==> config.mk <==
export PLATFORM = sky130hd
export DESIGN_NAME = two_bit_adder
export DESIGN_NICKNAME = d
export VERILOG_FILES = /design/src/rtl/two_bit_adder_pkg.sv /design/src/rtl/two_bit_adder_full_adder.sv /design/src/rtl/two_bit_adder.sv
export SDC_FILE = /design/constraint.sdc
export NUM_CORES = 1
export LEC_CHECK = 0
export CORE_AREA = 2 2 39 41
export CTS_BUF_LIST = sky130_fd_sc_hd__clkbuf_4
export CTS_CLUSTER_DIAMETER = 200
export CTS_CLUSTER_SIZE = 8
export DETAILED_ROUTE_END_ITERATION = 6
export DIE_AREA = 0 0 41 43
export GPL_TIMING_DRIVEN = 1
export PLACE_DENSITY = 0.44
export SLEW_MARGIN = 20
export SYNTH_ARGS = -nofsm -noshare
export SYNTH_HDL_FRONTEND = slang
export SYNTH_SLANG_ARGS = --single-unit
export TNS_END_PERCENT = 5
==> constraint.sdc <==
create_clock -name clk -period 1.1 [get_ports clk]
set_clock_uncertainty 0.15 [all_clocks]
set_input_delay 0.11 -clock clk [delete_from_list [all_inputs] [get_ports clk]]
set_output_delay 0.11 -clock clk [all_outputs]
set_load 0.005 [all_outputs]
==> src/rtl/two_bit_adder_pkg.sv <==
// Shared types and constants for the registered 2-bit adder.
package two_bit_adder_pkg;

  localparam int RES_W    = 3;
  localparam int NUM_BITS = 2;
  localparam int STAGES   = 1;

  typedef logic [RES_W-1:0]    result_t;
  typedef logic [NUM_BITS-1:0] opnd_t;

  // Golden unsigned sum of two 2-bit operands, zero-extended to 3 bits.
  function automatic result_t ref_add2(input opnd_t a, input opnd_t b);
    return result_t'({1'b0, a} + {1'b0, b});
  endfunction

endpackage

==> src/rtl/two_bit_adder_full_adder.sv <==
// One-bit full adder cell; bit 0 of the adder uses it with cin tied low.
module full_adder
  import two_bit_adder_pkg::*;
(
  input  logic x,
  input  logic y,
  input  logic cin,
  output logic sum,
  output logic cout
);

  assign sum  = x ^ y ^ cin;
  // Majority of the three inputs.
  assign cout = (x & y) | (x & cin) | (y & cin);

endmodule

==> src/rtl/two_bit_adder.sv <==
// Registered 2-bit unsigned adder: scalar operand bits in, scalar result bits
// out, one cycle of latency, valid qualifier travelling alongside the result.
module two_bit_adder
  import two_bit_adder_pkg::*;
#(
  parameter result_t RESULT_RESET = 3'b000
) (
  input  logic clk,
  input  logic rst_n,
  input  logic a0,
  input  logic a1,
  input  logic b0,
  input  logic b1,
  input  logic in_valid,
  output logic c,
  output logic s1,
  output logic s0,
  output logic out_valid
);

  opnd_t                 opa, opb;
  logic [NUM_BITS:0]     carry;
  logic [NUM_BITS-1:0]   sum;
  result_t               res_d, res_q;
  logic [STAGES:0]       vld_pipe;

  assign opa      = {a1, a0};
  assign opb      = {b1, b0};
  assign carry[0] = 1'b0;

  // Ripple chain: each bit's carry-out feeds the next bit's carry-in.
  for (genvar i = 0; i < NUM_BITS; i++) begin : g_bit
    full_adder u_fa (
      .x    (opa[i]),
      .y    (opb[i]),
      .cin  (carry[i]),
      .sum  (sum[i]),
      .cout (carry[i+1])
    );
  end

  assign res_d       = {carry[NUM_BITS], sum};
  assign vld_pipe[0] = in_valid;

  // Result register loads only on valid, so operands (even X) are ignored otherwise.
  always_ff @(posedge clk or negedge rst_n) begin
    if (!rst_n) begin
      res_q <= RESULT_RESET;
    end else if (in_valid) begin
      res_q <= res_d;
    end
  end

  // Valid shift register; out_valid is a one-cycle pulse per accepted operand set.
  always_ff @(posedge clk or negedge rst_n) begin
    if (!rst_n) begin
      vld_pipe[STAGES:1] <= '0;
    end else begin
      vld_pipe[STAGES:1] <= vld_pipe[STAGES-1:0];
    end
  end

  assign {c, s1, s0} = res_q;
  assign out_valid   = vld_pipe[STAGES];

endmodule

==> results of run 1 <==
[report_power, final]
group / leakage [nW] / internal [mW] / switching, mW
registers: 0.0465 / 0.167 / 0.00900
clock network: 0.0138 / 0.121 / 0.0515
logic: 0.121 / 0.0647 / 0.0342
[per-layer routing]
metal	GRT usage (%)	vias to the layer above
met5	0	-
met4	8.00	0
met3	5.24	0
met2	5.94	11
met1	6.86	73
li1	-	75
[cell usage after synthesis]
library cell  count  area share, %
nor2_1            1            2.1
mux2_4            1            8.3
inv_1             4            8.3
mux2i_1           1            5.5
a21oi_1           1            2.8
ha_1              1            6.9
fa_1              1             11
dfrtp_1           4             55
[stage by stage]
step / setup WS, ns / power, mW
2_1_floorplan: 0.0237 / 0.207
3_3_place_gp: -0.482 / 0.286
3_5_place_dp: -0.515 / 0.288
4_1_cts: -0.149 / 0.463
5_1_grt: 0.00101 / 0.488
6_report: 0.0343 / 0.448
[cells by family (layout without fill, tap and decap cells)]
kind of cell	Yosys count	in the layout	synth area share, %
flops	4	4	55.2
buf+inv	4	20	8.27
fa+ha+maj	2	2	17.9
mux	2	2	13.8
compound gates	1	1	2.76
simple gates	1	1	2.07
[flip-flops by register name, indices dropped and copies added, names as in the netlist]
name,cells
out_valid,1
res_q,3
[how the worst min path moves through the flow]
stage | from | to | slack, ns | cells after the start
final | b0 | res_q[0]$_DFFE_PN0P_ | 0.10 | 3
after CTS | b0 | res_q[0]$_DFFE_PN0P_ | 0.24 | 3
after floorplan | rst_n | out_valid$_DFF_PN0_ | -0.34 | 0
after detailed placement | rst_n | out_valid$_DFF_PN0_ | 0.17 | 1
after global routing | b0 | res_q[0]$_DFFE_PN0P_ | 0.10 | 3
after global placement | rst_n | res_q[1]$_DFFE_PN0P_ | 0.17 | 1
[placed cells by master (no fill, tap or decap)]
cell type        instances
a21oi_1                  1
buf_4                    2
clkbuf_2                 3
clkbuf_4                 3
clkdlybuf4s15_1          3
clkdlybuf4s50_1          2
dfrtp_1                  4
dlygate4sd3_1            1
dlymetal6s2s_1           2
fa_1                     1
ha_2                     1
inv_1                    1
inv_2                    3
mux2_4                   1
mux2i_1                  1
nor2_1                   1
[area by class of cell]
| class | count | area [um2] |
|---|---|---|
| Clock buffer | 3 | 22.5 |
| Fill cell | 157 | 1040 |
| Inverter | 4 | 15.0 |
| Multi-Input combinational cell | 6 | 68.8 |
| Sequential cell | 4 | 100 |
| Tap cell | 16 | 20.0 |
| Timing Repair Buffer | 13 | 115 |
[what timing repair did]
| action | 4_1_cts | 5_1_grt |
|---|---|---|
| pin swaps | 3 | 2 |
| gates cloned | 0 | 0 |
| hold buffers | 1 | 0 |
| setup endpoints to repair | 7 | 4 |
| hold endpoints to repair | 4 | 0 |
| setup buffers | 0 | 0 |
| gates resized for setup | 10 | 11 |
==> out/results.ini, run 1 <==
[status]
status=finished, final reports clean

[placed_design]
placed_area_um2=317
portBuffers=10
dp_cells=42
finalWeightedCongestion=0.642
dp_hpwl_um=313

[critical_path]
critPathArrivalTime_ns=0.81
r2r_cells=2
crit_path_end=s0
reg2reg_slack_ns=0.08
cp_max_fo=2
reg2reg_from=res_q[0]$_DFFE_PN0P_
cpMaxStageDelayCell=dfrtp_1
max_stage_delay_ns=0.37
cp.required_ns=0.84
path_class=reg2out
cp-startpoint=res_q[0]$_DFFE_PN0P_
crit_chain=clkdlybuf4s15_1
path_buf_inv=1
critPathTopFamily=flip-flops
cp-end-kind=output pin
worst-path-stages=1
r2r-end=res_q[0]$_DFFE_PN0P_
cp-start-kind=flop

[layout]
finalInstanceArea_um2=342
nets=41
antenna_cells=0
final_core_util_pct=24.7
layoutNonFillerInstCount=46
area.growth.synth_to_final_pct=88.3
layout-drive-gt1-share_pct=43.3

[routing]
vias_per_cell=3.46
drtAntennaViolNets=0
drc_errors=0
drt-met1-wl_um=161
routed_wl_um=379
routed-wl-met3_um=73
top_layer=met3
wl_met2_um=145
dr.first_iter.drc_count=2
vias=159
first_pass_iters=3
wire_per_inst_um=8.24

[cts]
clockBufferDepth=2
clock-root-buffer=clkbuf_4
clk_latency_ns=0.23
ctsHtreeMaxLevel=1
cts_tree=done
cts_made_buffers=3
cts.sinks=4
clk_pin_slew_ns=0.03

[global_routing]
grt_pass1_wl_um=621
grt_pass1_vias=169
grt_max_degree=5
overflow=0
grt_usage_pct=6.26
antenna_found_initial=0

[sta]
finalHoldViolCount=0
finalSetupViolCount=0
drv_slew=0
tns_ns=0
fmax_ghz=0.938
rsz0062_at_grt=false
min_period_ns=1.07
finalCritPeriodShare_pct=96.9
hold_slack_ns=0.103
tightest_slew_ns=0.177
slew_headroom_pct=88.1

[power_and_ir_drop]
power_leakage_nw=0.181
power.density_nw_per_um2=1310
ir_drop_mv=0.300

[floorplanning]
rows=14
ioPinCount=11
die_h_um=43
die_area_um2=1760
die_width_um=41
start_util_pct=13.1
coreArea_um2=1380

[synthesis]
ys_seq_elements=4
synth_warnings=0
ys_seq_area_share_pct=55.2
syn_inst=14
syn_area_per_cell_um2=13.0
synth_nets=23
syn-cell-area_um2=181
yosysUniqueCellTypes=8

[hold_path]
hp-class=in2reg

[flow_run]
drv_cap=0

(Power assumes the default switching activity.)
==> run 2: changes to the inputs <==
--- a/config.mk
+++ b/config.mk
@@ -11,6 +11,7 @@
 export CTS_CLUSTER_SIZE = 8
 export DETAILED_ROUTE_END_ITERATION = 6
 export DIE_AREA = 0 0 41 43
+export GPL_ROUTABILITY_DRIVEN = 0
 export GPL_TIMING_DRIVEN = 1
 export PLACE_DENSITY = 0.44
 export SLEW_MARGIN = 20
==> results of run 2 <==
No change in the layout: final DEF, timing and power equal those of run 1.
==> run 3: changes to the inputs <==
--- a/config.mk
+++ b/config.mk
@@ -5,6 +5,7 @@
 export SDC_FILE = /design/constraint.sdc
 export NUM_CORES = 1
 export LEC_CHECK = 0
+export ABC_CLOCK_PERIOD_IN_PS = 1100
 export CORE_AREA = 2 2 39 41
 export CTS_BUF_LIST = sky130_fd_sc_hd__clkbuf_4
 export CTS_CLUSTER_DIAMETER = 200
@@ -14,7 +15,6 @@
 export GPL_ROUTABILITY_DRIVEN = 0
 export GPL_TIMING_DRIVEN = 1
 export PLACE_DENSITY = 0.44
-export SLEW_MARGIN = 20
 export SYNTH_ARGS = -nofsm -noshare
 export SYNTH_HDL_FRONTEND = slang
 export SYNTH_SLANG_ARGS = --single-unit
==> results of run 3 <==
No change in the layout: final DEF, timing and power equal those of run 1.
